--- config.mk ---
export PLATFORM = sky130hd
export DESIGN_NAME = t5_hfet
export DESIGN_NICKNAME = d
export VERILOG_FILES = /design/src/rtl/t5_pkg.sv /design/src/rtl/t5_rrarb.sv /design/src/rtl/t5_hfet.sv
export SDC_FILE = /design/constraint.sdc
export NUM_CORES = 1
export LEC_CHECK = 0
export ABC_AREA = 0
export ABC_CLOCK_PERIOD_IN_PS = 6730
export CORE_UTILIZATION = 30
export DETAILED_ROUTE_END_ITERATION = 7
export GPL_TIMING_DRIVEN = 0
export HOLD_SLACK_MARGIN = 0.02
export PLACE_DENSITY = 0.48
export SLEW_MARGIN = 10
export SYNTH_ARGS = -nofsm -noshare
export SYNTH_HDL_FRONTEND = slang
export SYNTH_SLANG_ARGS = --single-unit
--- constraint.sdc ---
create_clock -name sclk -period 6.73 [get_ports sclk]
set_input_delay 0.673 -clock sclk [delete_from_list [all_inputs] [get_ports sclk]]
set_output_delay 0.673 -clock sclk [all_outputs]
set_load 0.01 [all_outputs]
--- src/rtl/t5_pkg.sv ---
// t5_pkg: shared defaults and helpers for the t5 hart fetch unit.
// Provides the default hart count, reset PC and hart-tag width function.
package t5_pkg;

    localparam int          HARTS_DEF    = 4;
    localparam logic [29:0] RESET_PC_DEF = 30'h0;

    // Width of a hart tag; never narrower than one bit.
    function automatic int hw_of(input int n);
        return (n <= 2) ? 1 : $clog2(n);
    endfunction

endpackage

--- src/rtl/t5_rrarb.sv ---
// t5_rrarb: round-robin picker over a request vector.
// Ports: req (requests), last (previous grant) -> gnt (index), gvld.
module t5_rrarb
    import t5_pkg::*;
#(
    parameter  int N = HARTS_DEF,
    localparam int W = hw_of(N)
) (
    input  logic [N-1:0] req,
    input  logic [W-1:0] last,
    output logic [W-1:0] gnt,
    output logic         gvld
);

    // Scan from the farthest candidate back to the nearest so the
    // nearest requester after 'last' is the one left in gnt. The
    // candidate i=N wraps onto 'last' itself (lowest priority).
    always_comb begin
        logic [W-1:0] idx;
        gnt  = last;
        gvld = 1'b0;
        idx  = last;
        for (int i = N; i >= 1; i--) begin
            idx = last + W'(i);
            if (req[idx]) begin
                gnt  = idx;
                gvld = 1'b1;
            end
        end
    end

endmodule

--- src/rtl/t5_hfet.sv ---
// t5_hfet: barrel-threaded fetch stage with per-hart PCs and F/D/X/M tags.
// Ports: sclk/srst, sena advance, hena/hpark/hwake per hart, xbra/xbpc
// redirect from X, iwb_* instruction bus, fpc/fhart and stage tags/valids.
// Build option: T5_HFET_PARK_EN enables the per-hart park bits.
module t5_hfet
    import t5_pkg::*;
#(
    parameter  int          HARTS    = HARTS_DEF,
    parameter  logic [29:0] RESET_PC = RESET_PC_DEF,
    localparam int          HW       = hw_of(HARTS)
) (
    input  logic             sclk,
    input  logic             srst,
    input  logic             sena,
    input  logic [HARTS-1:0] hena,
    input  logic [HARTS-1:0] hpark,
    input  logic [HARTS-1:0] hwake,
    input  logic             xbra,
    input  logic [31:2]      xbpc,
    input  logic             iwb_ack,
    output logic [31:2]      iwb_adr,
    output logic             iwb_stb,
    output logic             iwb_wre,
    output logic [3:0]       iwb_sel,
    output logic [31:2]      fpc,
    output logic [HW-1:0]    fhart,
    output logic [HW-1:0]    dhart,
    output logic [HW-1:0]    xhart,
    output logic [HW-1:0]    mhart,
    output logic             fvld,
    output logic             dvld,
    output logic             xvld,
    output logic             mvld
);

    logic             adv;
    logic             redir;
    logic [HARTS-1:0] parked;
    logic [HARTS-1:0] busy;
    logic [HARTS-1:0] x_leave;
    logic [HARTS-1:0] elig;
    logic [HW-1:0]    last;
    logic [HW-1:0]    gnt;
    logic             gvld;
    logic [29:0]      nxt_pc;
    logic [29:0]      pc [HARTS];

    assign iwb_stb = fvld;
    assign iwb_adr = fpc;
    assign iwb_wre = 1'b0;
    assign iwb_sel = 4'hF;

    // The hart in X moves to M on this advance, so it may reissue now;
    // that keeps a lone hart at one issue every three cycles.
    always_comb begin
        adv   = sena & (~fvld | iwb_ack);
        redir = adv & xbra & xvld;
        for (int h = 0; h < HARTS; h++) begin
            x_leave[h] = xvld && (xhart == HW'(h));
        end
        elig = hena & ~parked & ~(busy & ~x_leave);
        // A hart leaving X can be reissued while being redirected.
        nxt_pc = (redir && (xhart == gnt)) ? xbpc : pc[gnt];
    end

    t5_rrarb #(.N(HARTS)) u_arb (
        .req  (elig),
        .last (last),
        .gnt  (gnt),
        .gvld (gvld)
    );

    always_ff @(posedge sclk or negedge srst) begin
        if (!srst) begin
            fvld  <= 1'b0;
            dvld  <= 1'b0;
            xvld  <= 1'b0;
            mvld  <= 1'b0;
            fhart <= '0;
            dhart <= '0;
            xhart <= '0;
            mhart <= '0;
            fpc   <= RESET_PC;
            last  <= HW'(HARTS - 1);
            busy  <= '0;
            for (int h = 0; h < HARTS; h++) begin
                pc[h] <= RESET_PC;
            end
        end else if (adv) begin
            fvld <= gvld;
            if (gvld) begin
                fhart <= gnt;
                fpc   <= nxt_pc;
                last  <= gnt;
            end
            dvld  <= fvld;
            dhart <= fhart;
            xvld  <= dvld;
            xhart <= dhart;
            mvld  <= xvld;
            mhart <= xhart;
            for (int h = 0; h < HARTS; h++) begin
                if (gvld && (gnt == HW'(h))) begin
                    pc[h]   <= nxt_pc + 30'd1;
                    busy[h] <= 1'b1;
                end else begin
                    if (redir && (xhart == HW'(h))) begin
                        pc[h] <= xbpc;
                    end
                    if (x_leave[h]) begin
                        busy[h] <= 1'b0;
                    end
                end
            end
        end
    end

`ifdef T5_HFET_PARK_EN
    // Wake has priority over a simultaneous park request.
    always_ff @(posedge sclk or negedge srst) begin
        if (!srst) begin
            parked <= '0;
        end else begin
            parked <= (parked | hpark) & ~hwake;
        end
    end
`else
    logic park_unused;
    assign parked      = '0;
    assign park_unused = ^{hpark, hwake};
`endif

endmodule

# Yosys cells after proc, flatten, opt, wreduce, memory -nomap -nowiden
# Index checks and enable logic that the tools add are counted.
[totals]
ff_bits = 168
in_bits = 47
[op_classes]
n_addsub = 4
magnitude_cmp = 5
n_eq_ne = 7
mux = 35
bitwise_logic = 10
n_reduce_logical = 32
[op_table]
columns = ["op", "count"]
rows = [
  ["$mux 30", 11],
  ["$bmux 30 s2", 1],
  ["$add 30x1->30 const B", 1],
  ["$reduce_and 2->1", 9],
  ["$mux 1", 16],
  ["$reduce_bool 2->1", 8],
  ["$logic_and 1x1->1", 13],
  ["$lt 2x3->1 const B", 4],
  ["$and 4x4->4", 2],
  ["$bmux 1 s2", 4],
  ["$eq 2x2->1 const B", 4],
  ["$not 4->4", 2],
  ["$mux 2", 3],
  ["$add 2x2->2 const B", 2],
  ["$eq 2x1->1 const B", 2],
  ["$logic_not 2->1", 2],
  ["$and 1x1->1", 3],
  ["$ge 3x3->1 const B", 1],
  ["$not 2->3", 1],
  ["$add 2x1->2 const B", 1],
  ["$eq 2x2->1", 1],
  ["$not 1->1", 1],
  ["$or 1x1->1", 1],
]

# Depth between registers and ports, before layout
[depth]
ltp_word = 18
depth_mapped = 18

# Modules after synthesis
# Synthesis repeated with hierarchy kept, for this count alone.
[unflattened]
cells_unflattened = 1098
area_unflattened_um2 = 9898.2
[by_module_without_submodules]
columns = ["mod", "instances", "cells_per_inst", "area_each_um2", "seq_area_each_um2"]
rows = [
  ["t5_hfet", 1, 1084, 9815.7, 4206.5],
  ["t5_rrarb", 1, 14, 82.6, 0.0],
]

# Worst setup path before layout
# Ideal clock, no wire load.
[synth_timing]
path_kind = "in2reg"
start = "in hena[1]"
end = "reg pc[106] (netlist bit)"
setup_time_ns = 0.077
arrival_time_ns = 4.333
t_required_ns = 6.653
setup_slack_ns = 2.320
cell_stages = 16
path_buffers = 4
path_cell_list = "and4b_1 or2_1 o2111ai_2 a21boi_1 o22ai_4 buf_6 clkbuf_1 buf_1 mux2i_1 inv_1 ha_1 nand3_1 buf_2 nor4_1 or3_1 a21oi_1"
[synth_between]
elab_chain_cells = 13
[synth_lines]
columns = ["item", "line_no", "text"]
rows = [
  ["start, declared", "t5_hfet.sv:15", "input logic [HARTS-1:0] hena,"],
  ["$and 4x4->4 (*)", "t5_hfet.sv:61", "elig = hena & ~parked & ~(busy & ~x_leave);"],
  ["$bmux 1 s2", "t5_rrarb.sv:25", "if (req[idx]) begin"],
  ["$mux 1 (implied by the code)", "t5_rrarb.sv:25", ""],
  ["$mux 2 (2 in a row)", "t5_rrarb.sv:25", ""],
  ["$mux 2 (*)", "t5_rrarb.sv:25", ""],
  ["$not 2->3 (implied by the code)", "t5_hfet.sv:63", "nxt_pc = (redir && (xhart == gnt)) ? xbpc : pc[gnt];"],
  ["$bmux 30 s2", "t5_hfet.sv:63", ""],
  ["$mux 30 (implied by the code) (2 in a row)", "t5_hfet.sv:63", ""],
  ["$mux 30 (*)", "t5_hfet.sv:63", ""],
  ["named net nxt_pc[0]", "t5_hfet.sv:45", "logic [29:0] nxt_pc;"],
  ["$add 30x1->30 (*)", "t5_hfet.sv:104", "pc[h] <= nxt_pc + 30'd1;"],
  ["$mux 30 (*)", "t5_hfet.sv:103", "if (gvld && (gnt == HW'(h))) begin"],
  ["end signal, assigned by index", "t5_hfet.sv:104", ""],
  ["end signal, assigned by index", "t5_hfet.sv:108", "pc[h] <= xbpc;"],
  ["end, declared", "t5_hfet.sv:46", "logic [29:0] pc [HARTS];"],
]
# The timed path passes the listed nets; every way through them passes the cells marked *. The select of a mux whose other input is x is not followed.
# A chain may end at the register's enable or synchronous reset.

# Worst setup path in the final report
[layout_timing]
start = "in hena[1]"
end = "reg pc[54] (netlist bit)"
# The elaborated chain is that of the path after synthesis.

==> impl_metrics.env <==
export IMPL_outcome="finished, final reports clean"
export IMPL_peakVddDrop_mv=0.2394
export IMPL_synth_top_cell_area_share=0.3841
export IMPL_cts_buffer_depth=2
export IMPL_drive_above_1_share=0.1016
export IMPL_clk_pin_slew_ns=0.07
export IMPL_hold_violations=0
export IMPL_cts_root_buf="clkbuf_16"
export IMPL_drtIter0Drc=1219
export IMPL_cp_slowest_cell="buf_1"
export IMPL_gp_congestion=0.9522
export IMPL_power_density_mw_per_mm2=662.2
export IMPL_antenna_found_initial=2
export IMPL_pin_count=125
export IMPL_cts_max_level=4
export IMPL_switching_power_w=0.004594
export IMPL_p_int_w=0.004089
export IMPL_tns_ns=0
export IMPL_p_sw_frac=0.5291
export IMPL_via_per_inst=5.842
export IMPL_critical_path_required_ns=7.03
export IMPL_wl_per_cell_um=25.57
export IMPL_cp_end_kind="flop"
export IMPL_antennaDiodeCount=0
export IMPL_die_height_um=191.9
export IMPL_fmax_ghz=0.1558
export IMPL_place_hpwl_um=34020
export IMPL_fin_cells=1908
export IMPL_grt_ovfl_total=0
export IMPL_crit_type="in2reg"
export IMPL_synthArstFlopShare=1.000
export IMPL_synth_area_per_cell_um2=8.320
export IMPL_cts_tree="yes"
export IMPL_synth_seq_area_share=0.3889
export IMPL_clock_latency_ns=0.46
export IMPL_holdWs_ns=0.1801
export IMPL_synth_cell_area_mm2=0.01082
export IMPL_cts_hold_fix_buffers=0
export IMPL_grt_pass1_wl_um=71560
export IMPL_crit_arrival_ns=6.72
export IMPL_crit_path_max_fanout=10
export IMPL_min_period_over_period=0.9539
export IMPL_cts_buffers=17
export IMPL_start_util=0.3048
export IMPL_rsz0062_at_grt="no"
export IMPL_relSlewSlack=0.2450
export IMPL_portBuffers=111
export IMPL_rows=69
export IMPL_cts_resized=0
export IMPL_grt_usage=0.2701
export IMPL_startpoint_type="primary input"
export IMPL_first_pass_iters=5
export IMPL_max_cap_viol_count=0
export IMPL_dp_cells=1876
export IMPL_cts_setup_buffers=0
export IMPL_synth_top_cell_by_area="dfrtp_1"
export IMPL_crit_chain="clkdlybuf4s50_1, and4b_1, nor2_1, o211ai_1, nor3_2, o22ai_4, buf_6, clkbuf_1, buf_1, mux2i_1, inv_1, ha_1, nand3_1, buf_2, nor4_2, xnor2_1, a21oi_1"
export IMPL_drt_wl_total_um=48790
export IMPL_ys_warnings_count=0
export IMPL_cts_sinks=168
export IMPL_cp_slowest_stage_delay_ns=0.76
export IMPL_fp_coreArea_mm2=0.03548
export IMPL_synthFlopType="dfrtp_1"
export IMPL_final_nets=1482
export IMPL_synth_edf_count=0
export IMPL_hold_class="in2async"
export IMPL_yosys_register_bits=168
export IMPL_area_delta_synth_final_pct=21.24
export IMPL_antenna_left=0
export IMPL_vias=11150
export IMPL_die_w_um=191.9
export IMPL_drc=0
export IMPL_worst_pin_slew_ns=1.129
export IMPL_skew_ns=0.01182
export IMPL_pwr_share_seq=0.215
export IMPL_die_area_mm2=0.03681
export IMPL_slew_violations=0
export IMPL_power_leakage_nw=5.617
export IMPL_grt_pass1_vias=10650
export IMPL_grt_max_degree=86
export IMPL_fin_crit_ns=6.420
export IMPL_syn_instance_count=1300
export IMPL_pwr_share_comb=0.672
export IMPL_setup_viol=0
export IMPL_synthTopCellsByArea="dfrtp_1 (38%), nand2_1 (6.8%), a21oi_1 (6.2%)"
export IMPL_p_clk_frac=0.113
export IMPL_yosysUniqueCellTypes=86
==> stage by stage <==
step / utilization / area (um^2) / total power [W] / setup WS (ns)
3_3_place_gp: 0.3527 / 12510 / 0.007521 / -2.769
5_1_grt: 0.3695 / 13110 / 0.009182 / 0.09848
2_1_floorplan: - / 10830 / 0.005350 / 2.320
6_report: 0.3695 / 13110 / 0.008683 / 0.3103
3_5_place_dp: 0.3538 / 12550 / 0.007580 / -0.03908
4_1_cts: 0.3695 / 13110 / 0.008579 / 0.4386
==> cell usage in the layout, fill, tap and decap left out, types with 6 or more instances in the layout <==
master,netlist,final
nand2_1,197,197
dfrtp_1,166,166
a21oi_1,134,134
clkdlybuf4s50_1,0,110
nor2_1,107,107
nand3_1,79,79
o21ai_0,75,75
and3_1,71,71
clkbuf_1,61,64
mux2i_1,55,55
buf_4,38,38
or3_1,35,35
a31oi_1,30,30
inv_1,19,19
clkbuf_16,0,17
buf_2,16,16
mux2_2,16,16
o211ai_1,13,13
nor3_1,12,12
a221oi_1,11,11
nand3b_1,9,9
xor2_1,9,9
o221ai_1,7,7
and2_1,6,6
==> critical path: cells and delay by family <==
| family | cells | cell delay [ns] |
|---|---|---|
| compound gates | 3 | 1.05 |
| buf+inv | 6 | 2.76 |
| xor+xnor | 1 | 0.37 |
| simple gates | 5 | 0.96 |
| fa+ha+maj | 1 | 0.31 |
| mux | 1 | 0.57 |
==> flip-flops by register name, indices dropped and copies added (netlist names) <==
register,cells
pc,120
fpc,30
busy,4
dhart,2
fhart,2
last,2
mhart,2
xhart,2
dvld,1
fvld,1
mvld,1
xvld,1
==> layout make-up <==
class / count / area (um^2)
sequential: 168 / 4207
fill: 3707 / 22370
timing repair buffer: 112 / 1144
clock buffer: 22 / 464.2
buffer: 122 / 643.1
multi-input combinational: 994 / 5911
tap: 461 / 576.8
inverter: 19 / 71.32
clock inverter: 10 / 96.34
==> synthesized netlist by cell type, drive strengths merged (5+ instances only) <==
library cell  count
o211ai           14
or3b              8
or3              36
a31oi            30
o32ai             5
clkbuf           61
a221oi           11
dfrtp           166
xnor2             5
and2              6
nor4             11
xor2             10
and3             71
nand2           198
nand3            81
mux2i            55
inv              19
a21oi           134
buf              61
o221ai            7
o21ai            82
mux2             16
nor2            108
nand3b            9
nor3             16
==> worst paths after layout <==
check	from	to	slack, ns	cells after the start
max	hena[1]	pc[54]	0.31	17
min	srst	fpc[29]	0.18	1
max reg2reg	last[1]	pc[54]	0.33	17
min reg2reg	mhart[0]	mhart[0]	0.49	2
max in group asynchronous	srst	pc[95]	5.67	2
min in group sclk	mhart[0]	mhart[0]	0.49	2
==> per-layer routing <==
layer	wire length, um	track usage	share of wire
met1	20970	0.3653	0.43
met5	23	0	0.00047
met4	1516	0.09615	0.031
met3	3988	0.05006	0.082
met2	22300	0.4282	0.46
==> power groups by stage <==
stage / sequential [W] / combinational [W] / clock (W)
floorplan: 0.00184 / 0.00351 / 0
global placement: 0.00188 / 0.00564 / 0
detailed placement: 0.00188 / 0.00570 / 0
CTS: 0.00187 / 0.00572 / 0.000996
global route: 0.00193 / 0.00622 / 0.00103
finish: 0.00187 / 0.00583 / 0.000982
==> cells by family after synthesis <==
family          count (synthesis)  synth area share
simple gates                  558            0.2588
compound gates                344            0.2040
flops                         168            0.3889
buf+inv                       141           0.06606
mux                            71           0.06756
xor+xnor                       15           0.01284
other cells                     2         0.0006944
fa+ha+maj                       1          0.001157
Power figures use the tool's default switching activity.
